==> src/rtl/rig_profile_pkg.sv <==
// Shared definitions for the instruction-stream profiler.
//   - RV32 opcode constants
//   - instruction class enum (its values are also the class counter indices)
//   - hazard counter indices
//   - decoded-word struct produced by rig_instr_classifier
package rig_profile_pkg;

    localparam logic [6:0] OPC_OP     = 7'b0110011;
    localparam logic [6:0] OPC_OP_IMM = 7'b0010011;
    localparam logic [6:0] OPC_LOAD   = 7'b0000011;
    localparam logic [6:0] OPC_STORE  = 7'b0100011;
    localparam logic [6:0] OPC_BRANCH = 7'b1100011;
    localparam logic [6:0] OPC_LUI    = 7'b0110111;
    localparam logic [6:0] OPC_AUIPC  = 7'b0010111;
    localparam logic [6:0] OPC_JAL    = 7'b1101111;
    localparam logic [6:0] OPC_JALR   = 7'b1100111;

    typedef enum logic [3:0] {
        CLS_SHIFT     = 4'd0,
        CLS_OPERATION = 4'd1,
        CLS_COMPARE   = 4'd2,
        CLS_LOAD      = 4'd3,
        CLS_STORE     = 4'd4,
        CLS_DIV       = 4'd5,
        CLS_BR_LOOP   = 4'd6,
        CLS_BR_FWD    = 4'd7,
        CLS_OTHER     = 4'd8
    } instr_class_e;

    localparam logic [3:0] IDX_RAW = 4'd9;
    localparam logic [3:0] IDX_WAR = 4'd10;
    localparam logic [3:0] IDX_WAW = 4'd11;
    localparam int         NUM_CNT = 12;

    typedef struct packed {
        instr_class_e cls;
        logic [4:0]   rd;
        logic [4:0]   rs1;
        logic [4:0]   rs2;
        logic         rd_we;
        logic         rs1_re;
        logic         rs2_re;
    } decoded_t;

endpackage

==> src/rtl/rig_instr_classifier.sv <==
// Combinational decode of one RV32IM word into its instruction class and
// the register fields it actually writes/reads.
//   instr : 32-bit instruction word
//   dec   : class, rd/rs1/rs2 and their write/read enables
module rig_instr_classifier
    import rig_profile_pkg::*;
(
    input  logic [31:0] instr,
    output decoded_t    dec
);

    logic [6:0] opc;
    logic [2:0] f3;
    logic [6:0] f7;
    logic       is_m;

    assign opc  = instr[6:0];
    assign f3   = instr[14:12];
    assign f7   = instr[31:25];
    // M-extension only exists in the register-register space; on OP-IMM
    // the f7 bits are immediate and must not be mistaken for MUL/DIV.
    assign is_m = (opc == OPC_OP) && (f7 == 7'b0000001);

    always_comb begin
        dec        = '0;
        dec.cls    = CLS_OTHER;
        dec.rd     = instr[11:7];
        dec.rs1    = instr[19:15];
        dec.rs2    = instr[24:20];
        case (opc)
            OPC_OP, OPC_OP_IMM: begin
                dec.rd_we  = 1'b1;
                dec.rs1_re = 1'b1;
                dec.rs2_re = (opc == OPC_OP);
                if (is_m)
                    dec.cls = f3[2] ? CLS_DIV : CLS_OPERATION;
                else if (f3 == 3'b001 || f3 == 3'b101)
                    dec.cls = CLS_SHIFT;
                else if (f3 == 3'b010 || f3 == 3'b011)
                    dec.cls = CLS_COMPARE;
                else
                    dec.cls = CLS_OPERATION;
            end
            OPC_LUI, OPC_AUIPC: begin
                dec.rd_we = 1'b1;
                dec.cls   = CLS_OPERATION;
            end
            OPC_LOAD: begin
                dec.rd_we  = 1'b1;
                dec.rs1_re = 1'b1;
                dec.cls    = CLS_LOAD;
            end
            OPC_STORE: begin
                dec.rs1_re = 1'b1;
                dec.rs2_re = 1'b1;
                dec.cls    = CLS_STORE;
            end
            OPC_BRANCH: begin
                dec.rs1_re = 1'b1;
                dec.rs2_re = 1'b1;
                dec.cls    = instr[31] ? CLS_BR_LOOP : CLS_BR_FWD;
            end
            OPC_JAL: begin
                dec.rd_we = 1'b1;
            end
            OPC_JALR: begin
                dec.rd_we  = 1'b1;
                dec.rs1_re = 1'b1;
            end
            default: begin
                dec.cls = CLS_OTHER;
            end
        endcase
    end

endmodule

==> src/rtl/rig_stream_profiler.sv <==
// Instruction-stream profiler: counts instruction classes and RAW/WAR/WAW
// hazards (against the previous accepted word) over a fixed-length window.
//   clk, rst   : clock, async active-high reset
//   start_i    : clear counters and open a window (IDLE/DONE only)
//   valid_i    : instruction word valid; instr_i : the word
//   ready_o    : word accepted this cycle when valid_i is high
//   busy_o     : window open; done_o : window complete, counters frozen
//   rd_sel_i   : counter index (classes 0..8, RAW 9, WAR 10, WAW 11)
//   rd_cnt_o   : selected counter, 0 for indices above 11
//   total_o    : accepted words in current/last window (saturating)
//
// state | meaning
// IDLE  | waiting for start_i
// COUNT | window open, accepting words
// DONE  | window complete, counters held until next start_i
module rig_stream_profiler
    import rig_profile_pkg::*;
#(
    parameter int NUM_INSTR = 500,
    parameter int CNT_W     = 16,
    parameter int XLEN      = 32
) (
    input  logic             clk,
    input  logic             rst,
    input  logic             start_i,
    input  logic             valid_i,
    input  logic [XLEN-1:0]  instr_i,
    output logic             ready_o,
    output logic             busy_o,
    output logic             done_o,
    input  logic [3:0]       rd_sel_i,
    output logic [CNT_W-1:0] rd_cnt_o,
    output logic [CNT_W-1:0] total_o
);

    // Window length is tracked at full width so a narrow CNT_W that
    // saturates total_o cannot stall the window.
    localparam int ACC_W = (NUM_INSTR < 2) ? 1 : $clog2(NUM_INSTR + 1);
    localparam logic [ACC_W-1:0] ACC_LAST = ACC_W'(NUM_INSTR - 1);

    localparam logic [1:0] ST_IDLE  = 2'd0;
    localparam logic [1:0] ST_COUNT = 2'd1;
    localparam logic [1:0] ST_DONE  = 2'd2;

    logic [1:0]       state_q;
    logic [CNT_W-1:0] cnt_q [NUM_CNT];
    logic [CNT_W-1:0] total_q;
    logic [ACC_W-1:0] acc_q;

    logic             prev_valid_q;
    logic [4:0]       prev_rd_q, prev_rs1_q, prev_rs2_q;
    logic             prev_rd_we_q, prev_rs1_re_q, prev_rs2_re_q;

    decoded_t         cur;
    logic             accept;
    logic             raw_hit, war_hit, waw_hit;
    logic [NUM_CNT-1:0] inc;

    rig_instr_classifier u_classifier (
        .instr (instr_i[31:0]),
        .dec   (cur)
    );

    assign accept = valid_i && (state_q == ST_COUNT);

    assign raw_hit = prev_valid_q && prev_rd_we_q && (prev_rd_q != 5'd0) &&
                     ((cur.rs1_re && cur.rs1 == prev_rd_q) ||
                      (cur.rs2_re && cur.rs2 == prev_rd_q));
    assign war_hit = prev_valid_q && cur.rd_we && (cur.rd != 5'd0) &&
                     ((prev_rs1_re_q && prev_rs1_q == cur.rd) ||
                      (prev_rs2_re_q && prev_rs2_q == cur.rd));
    assign waw_hit = prev_valid_q && cur.rd_we && prev_rd_we_q &&
                     (cur.rd != 5'd0) && (cur.rd == prev_rd_q);

    always_comb begin
        inc          = '0;
        inc[cur.cls] = 1'b1;
        inc[IDX_RAW] = raw_hit;
        inc[IDX_WAR] = war_hit;
        inc[IDX_WAW] = waw_hit;
    end

    always_ff @(posedge clk or posedge rst) begin
        if (rst) begin
            state_q       <= ST_IDLE;
            total_q       <= '0;
            acc_q         <= '0;
            prev_valid_q  <= 1'b0;
            prev_rd_q     <= '0;
            prev_rs1_q    <= '0;
            prev_rs2_q    <= '0;
            prev_rd_we_q  <= 1'b0;
            prev_rs1_re_q <= 1'b0;
            prev_rs2_re_q <= 1'b0;
            for (int i = 0; i < NUM_CNT; i++) cnt_q[i] <= '0;
        end else if (state_q != ST_COUNT) begin
            if (start_i) begin
                state_q      <= ST_COUNT;
                total_q      <= '0;
                acc_q        <= '0;
                prev_valid_q <= 1'b0;
                for (int i = 0; i < NUM_CNT; i++) cnt_q[i] <= '0;
            end
        end else if (accept) begin
            for (int i = 0; i < NUM_CNT; i++)
                if (inc[i] && cnt_q[i] != '1) cnt_q[i] <= cnt_q[i] + 1'b1;
            if (total_q != '1) total_q <= total_q + 1'b1;
            acc_q         <= acc_q + 1'b1;
            prev_valid_q  <= 1'b1;
            prev_rd_q     <= cur.rd;
            prev_rs1_q    <= cur.rs1;
            prev_rs2_q    <= cur.rs2;
            prev_rd_we_q  <= cur.rd_we;
            prev_rs1_re_q <= cur.rs1_re;
            prev_rs2_re_q <= cur.rs2_re;
            if (acc_q == ACC_LAST) state_q <= ST_DONE;
        end
    end

    always_comb begin
        rd_cnt_o = '0;
        for (int i = 0; i < NUM_CNT; i++)
            if (rd_sel_i == 4'(i)) rd_cnt_o = cnt_q[i];
    end

    assign ready_o = (state_q == ST_COUNT);
    assign busy_o  = (state_q == ST_COUNT);
    assign done_o  = (state_q == ST_DONE);
    assign total_o = total_q;

endmodule

==> config.mk <==
export PLATFORM = sky130hd
export DESIGN_NAME = rig_stream_profiler
export DESIGN_NICKNAME = d
export VERILOG_FILES = /design/src/rtl/rig_profile_pkg.sv /design/src/rtl/rig_instr_classifier.sv /design/src/rtl/rig_stream_profiler.sv
export SDC_FILE = /design/constraint.sdc
export NUM_CORES = 1
export LEC_CHECK = 0
export BUFFER_PORTS_ARGS = -buffer_cell sky130_fd_sc_hd__buf_2
export CORE_MARGIN = 8
export CORE_UTILIZATION = 45
export CTS_BUF_LIST = sky130_fd_sc_hd__clkbuf_8
export DETAILED_ROUTE_END_ITERATION = 8
export GPL_ROUTABILITY_DRIVEN = 0
export SLEW_MARGIN = 20
export SYNTH_ARGS = -nofsm -noshare
export SYNTH_HDL_FRONTEND = slang
export SYNTH_SLANG_ARGS = --single-unit
==> constraint.sdc <==
create_clock -name clk -period 8.6 [get_ports clk]
set_input_delay 0.86 -clock clk [delete_from_list [all_inputs] [get_ports clk]]
set_output_delay 0.86 -clock clk [all_outputs]
set_load 0.05 [all_outputs]
==> metrics.txt <==
run status=finished, final reports clean; Crit Path Class=primary input to primary output; Syn-to-layout area delta=11.9%; Slew headroom=26.9%; I/O Buffers=74; Worst path max stage delay=0.55 ns; top_reg_cell synth=dfrtp_1; Layout Cells excl Fill=around 2200; Netlist cell types=approximately 80; Worst Path Max Fanout=28; CTS root buf=clkbuf_8; Leakage=6.93 nW; largest net degree at the start of global routing=116; DRT antenna net count=0; CTS H-tree lvls=2; power per cell area=approximately 180 mW/mm2; routed len/inst=20.0 um; post-layout util=about 51%; clock buffer depth=3; DR iter-0 viols=between 1000 and 1500; Post-synth EDFFs=0; total negative slack=0 ns; CTS clk-pin slew, worst paths=0.06 ns; cell accounting for the most synthesized area=dfrtp_1; Setup WS pre-CTS=roughly 4.3 ns; Final Cycle Share=between 50 and 60%; crit end category=primary output; post-CTS sizing=0; total power=2.84 mW; Syn Nets=between 1500 and 2000; worst vdd ir=between 0.15 and 0.2 mV; hold buffer count at cts=0; Max-cap violations=0; unrepaired setup endpoints after global routing=false; Area contributors post-synth=dfrtp_1 41%, nor2_1 5.4%, xnor2_1 5.4%; CTS Buf Count=between 40 and 50; setup ws final=4.26 ns; gr ovfl total=0; Pre-antenna DRT Iters=6; latest clock arrival within the worst-skew pair=~0.58 ns; Critical-path top delay cell=nor2_1; # fillers=roughly 3000; die height=195 um; flops & latches, synth=238; final hold slack=between 0.4 and 0.5 ns; Mapped Avg Cell Area=8.71 um2; top cell type's share of synthesized area=a little over 40%; f_max=230 MHz; Top-Level Pins=75; Die ar.=~0.038 mm2; CTS sink count=between 200 and 250; drt drc=0; Critical Path RT=roughly 7.7 ns; CTS tree=yes; hpwl dp=slightly below 30000 um; All-Layer GR Usage=22.4%; placed cell count=between 2000 and 2500; number of global-route vias before repair=12439; post-route cell area=roughly 0.016 mm2; Slew Viols, Final=0; min Tclk post-route=4.34 ns; Hold WC Path Type=primary input to async pin; Post-DP Area=0.0151 mm2; worst path cell trace=buf_2, inv_1, nor2_1, nand2_1, nor2_1, a32o_1, a211o_1, a221o_1, buf_2; Synth warnings=0; clock skew=between 0.03 and 0.04 ns; synthesized area=between 0.01 and 0.015 mm2; Seq/Total Area, Yosys=between 40 and 50%; Die X=between 150 and 200 um; total core area=0.0316 mm2; Hold Violations, Final=0; Finish-stage setup viols=0; Layout Nets=about 1800; Avg Vias per Cell=5.96; Starting Density=between 40% and 50%; setup bufs post-CTS=0; WP data arrival=about 3.5 ns; ys async rst share=100%; wirelength, routed=roughly 43000 um; initial antenna violation count=0; layout cells sized above 1=between 10% and 20%; Gate Count Post-Synth=1662; global-route wire length before repair=~70000 um; vias post-DR=12836; Least-Margin Pin Slew=1.10 ns; Rows=65; Setup crit start kind=primary input
-- logic make-up after synthesis --
kind of cell,count (synthesis),synth area share (%)
flops,238,41.1
mux,44,4.87
buf+inv,121,3.50
fa+ha+maj,14,1.21
compound gates,263,11.7
xor+xnor,148,8.95
simple gates,834,28.6
-- worst max-delay path: cells and delay by family --
kind	cells	cell delay [ns]
and+or+nand+nor	3	1.16
AOI/OAI and AO/OA	3	0.44
buffers and inverters	3	1.00
-- flip-flops by register name, indices dropped and copies added, names as in the netlist --
register,count
prev_rd_we_q,1
prev_rs1_q,5
prev_rs2_re_q,1
acc_q,9
state_q,2
prev_valid_q,1
prev_rs1_re_q,1
prev_rd_q,5
prev_rs2_q,5
cnt_q,192
total_o,16
-- report_power, final --
group          total, mW  switching [mW]  internal, mW
Combinational      0.308           0.215        0.0934
Clock               1.32           0.533         0.785
Sequential          1.21          0.0537          1.16
-- final cells by class --
class                           instances  area (um2)  area share (%)
Antenna cell                            1        2.50          0.0154
Clock buffer                           64         881            5.44
Clock inverter                         24         216            1.34
Inverter                               35         139           0.857
Multi-Input combinational cell       1303        8030            49.6
Sequential cell                       238        5960            36.8
Tap cell                              402         503            3.10
Timing Repair Buffer                   88         475            2.93
-- metal layers --
| layer | vias up | part of all wire [%] | GRT usage, % |
|---|---|---|---|
| li1 | 6084 | - | - |
| met1 | 6272 | 44 | 29.9 |
| met2 | 391 | 47 | 36.0 |
| met3 | 89 | 5.7 | 4.13 |
| met4 | 0 | 3.3 | 7.92 |
| met5 | - | 0 | 0 |
-- cells in the mapped netlist, types with 27 or more instances --
| library cell | number |
|---|---|
| a21oi_1 | 69 |
| and3_1 | 35 |
| clkbuf_1 | 63 |
| dfrtp_1 | 238 |
| inv_1 | 34 |
| nand2_1 | 204 |
| nand3_1 | 110 |
| nand4_1 | 62 |
| nor2_1 | 208 |
| nor3_1 | 63 |
| nor4_1 | 27 |
| o21ai_0 | 76 |
| or3_1 | 33 |
| xnor2_1 | 89 |
| xor2_1 | 59 |
-- cell usage in the layout, fill, tap and decap left out, types with 8 or more instances in the layout --
master,Yosys,routed
and4_1,11,11
clkbuf_8,0,64
a22oi_1,14,14
o31ai_1,22,22
buf_2,9,74
nand4_1,62,62
inv_1,34,42
or4_1,15,15
or3_1,33,33
and3_1,35,35
buf_4,5,14
mux2i_1,21,21
nand3_1,110,110
mux4_2,21,21
nand2_1,204,203
ha_1,14,14
xnor2_1,89,89
o211ai_1,14,14
dfrtp_1,238,238
nor2_1,208,206
xor2_1,59,59
nand2b_1,11,11
nor4_1,27,27
a21oi_1,69,69
clkinv_2,0,8
and2_1,10,9
o21ai_0,76,76
nor3_1,63,63
-- worst paths after layout --
kind,to,start,slack [ns],cells after the start
setup / recovery,rd_cnt_o[14],rd_sel_i[2],4.26,9
hold / removal,prev_rs2_q[2]$_DFFE_PP0P_,rst,0.45,2
setup reg to reg,cnt_q[67]$_DFFE_PP0P_,state_q[1]$_DFFE_PP0P_,5.33,7
hold reg to reg,acc_q[7]$_DFFE_PP0P_,acc_q[7]$_DFFE_PP0P_,0.49,1
max in group asynchronous,cnt_q[83]$_DFFE_PP0P_,rst,6.65,3
min in group clk,acc_q[7]$_DFFE_PP0P_,acc_q[7]$_DFFE_PP0P_,0.49,1
Power figures use the tool's default switching activity.
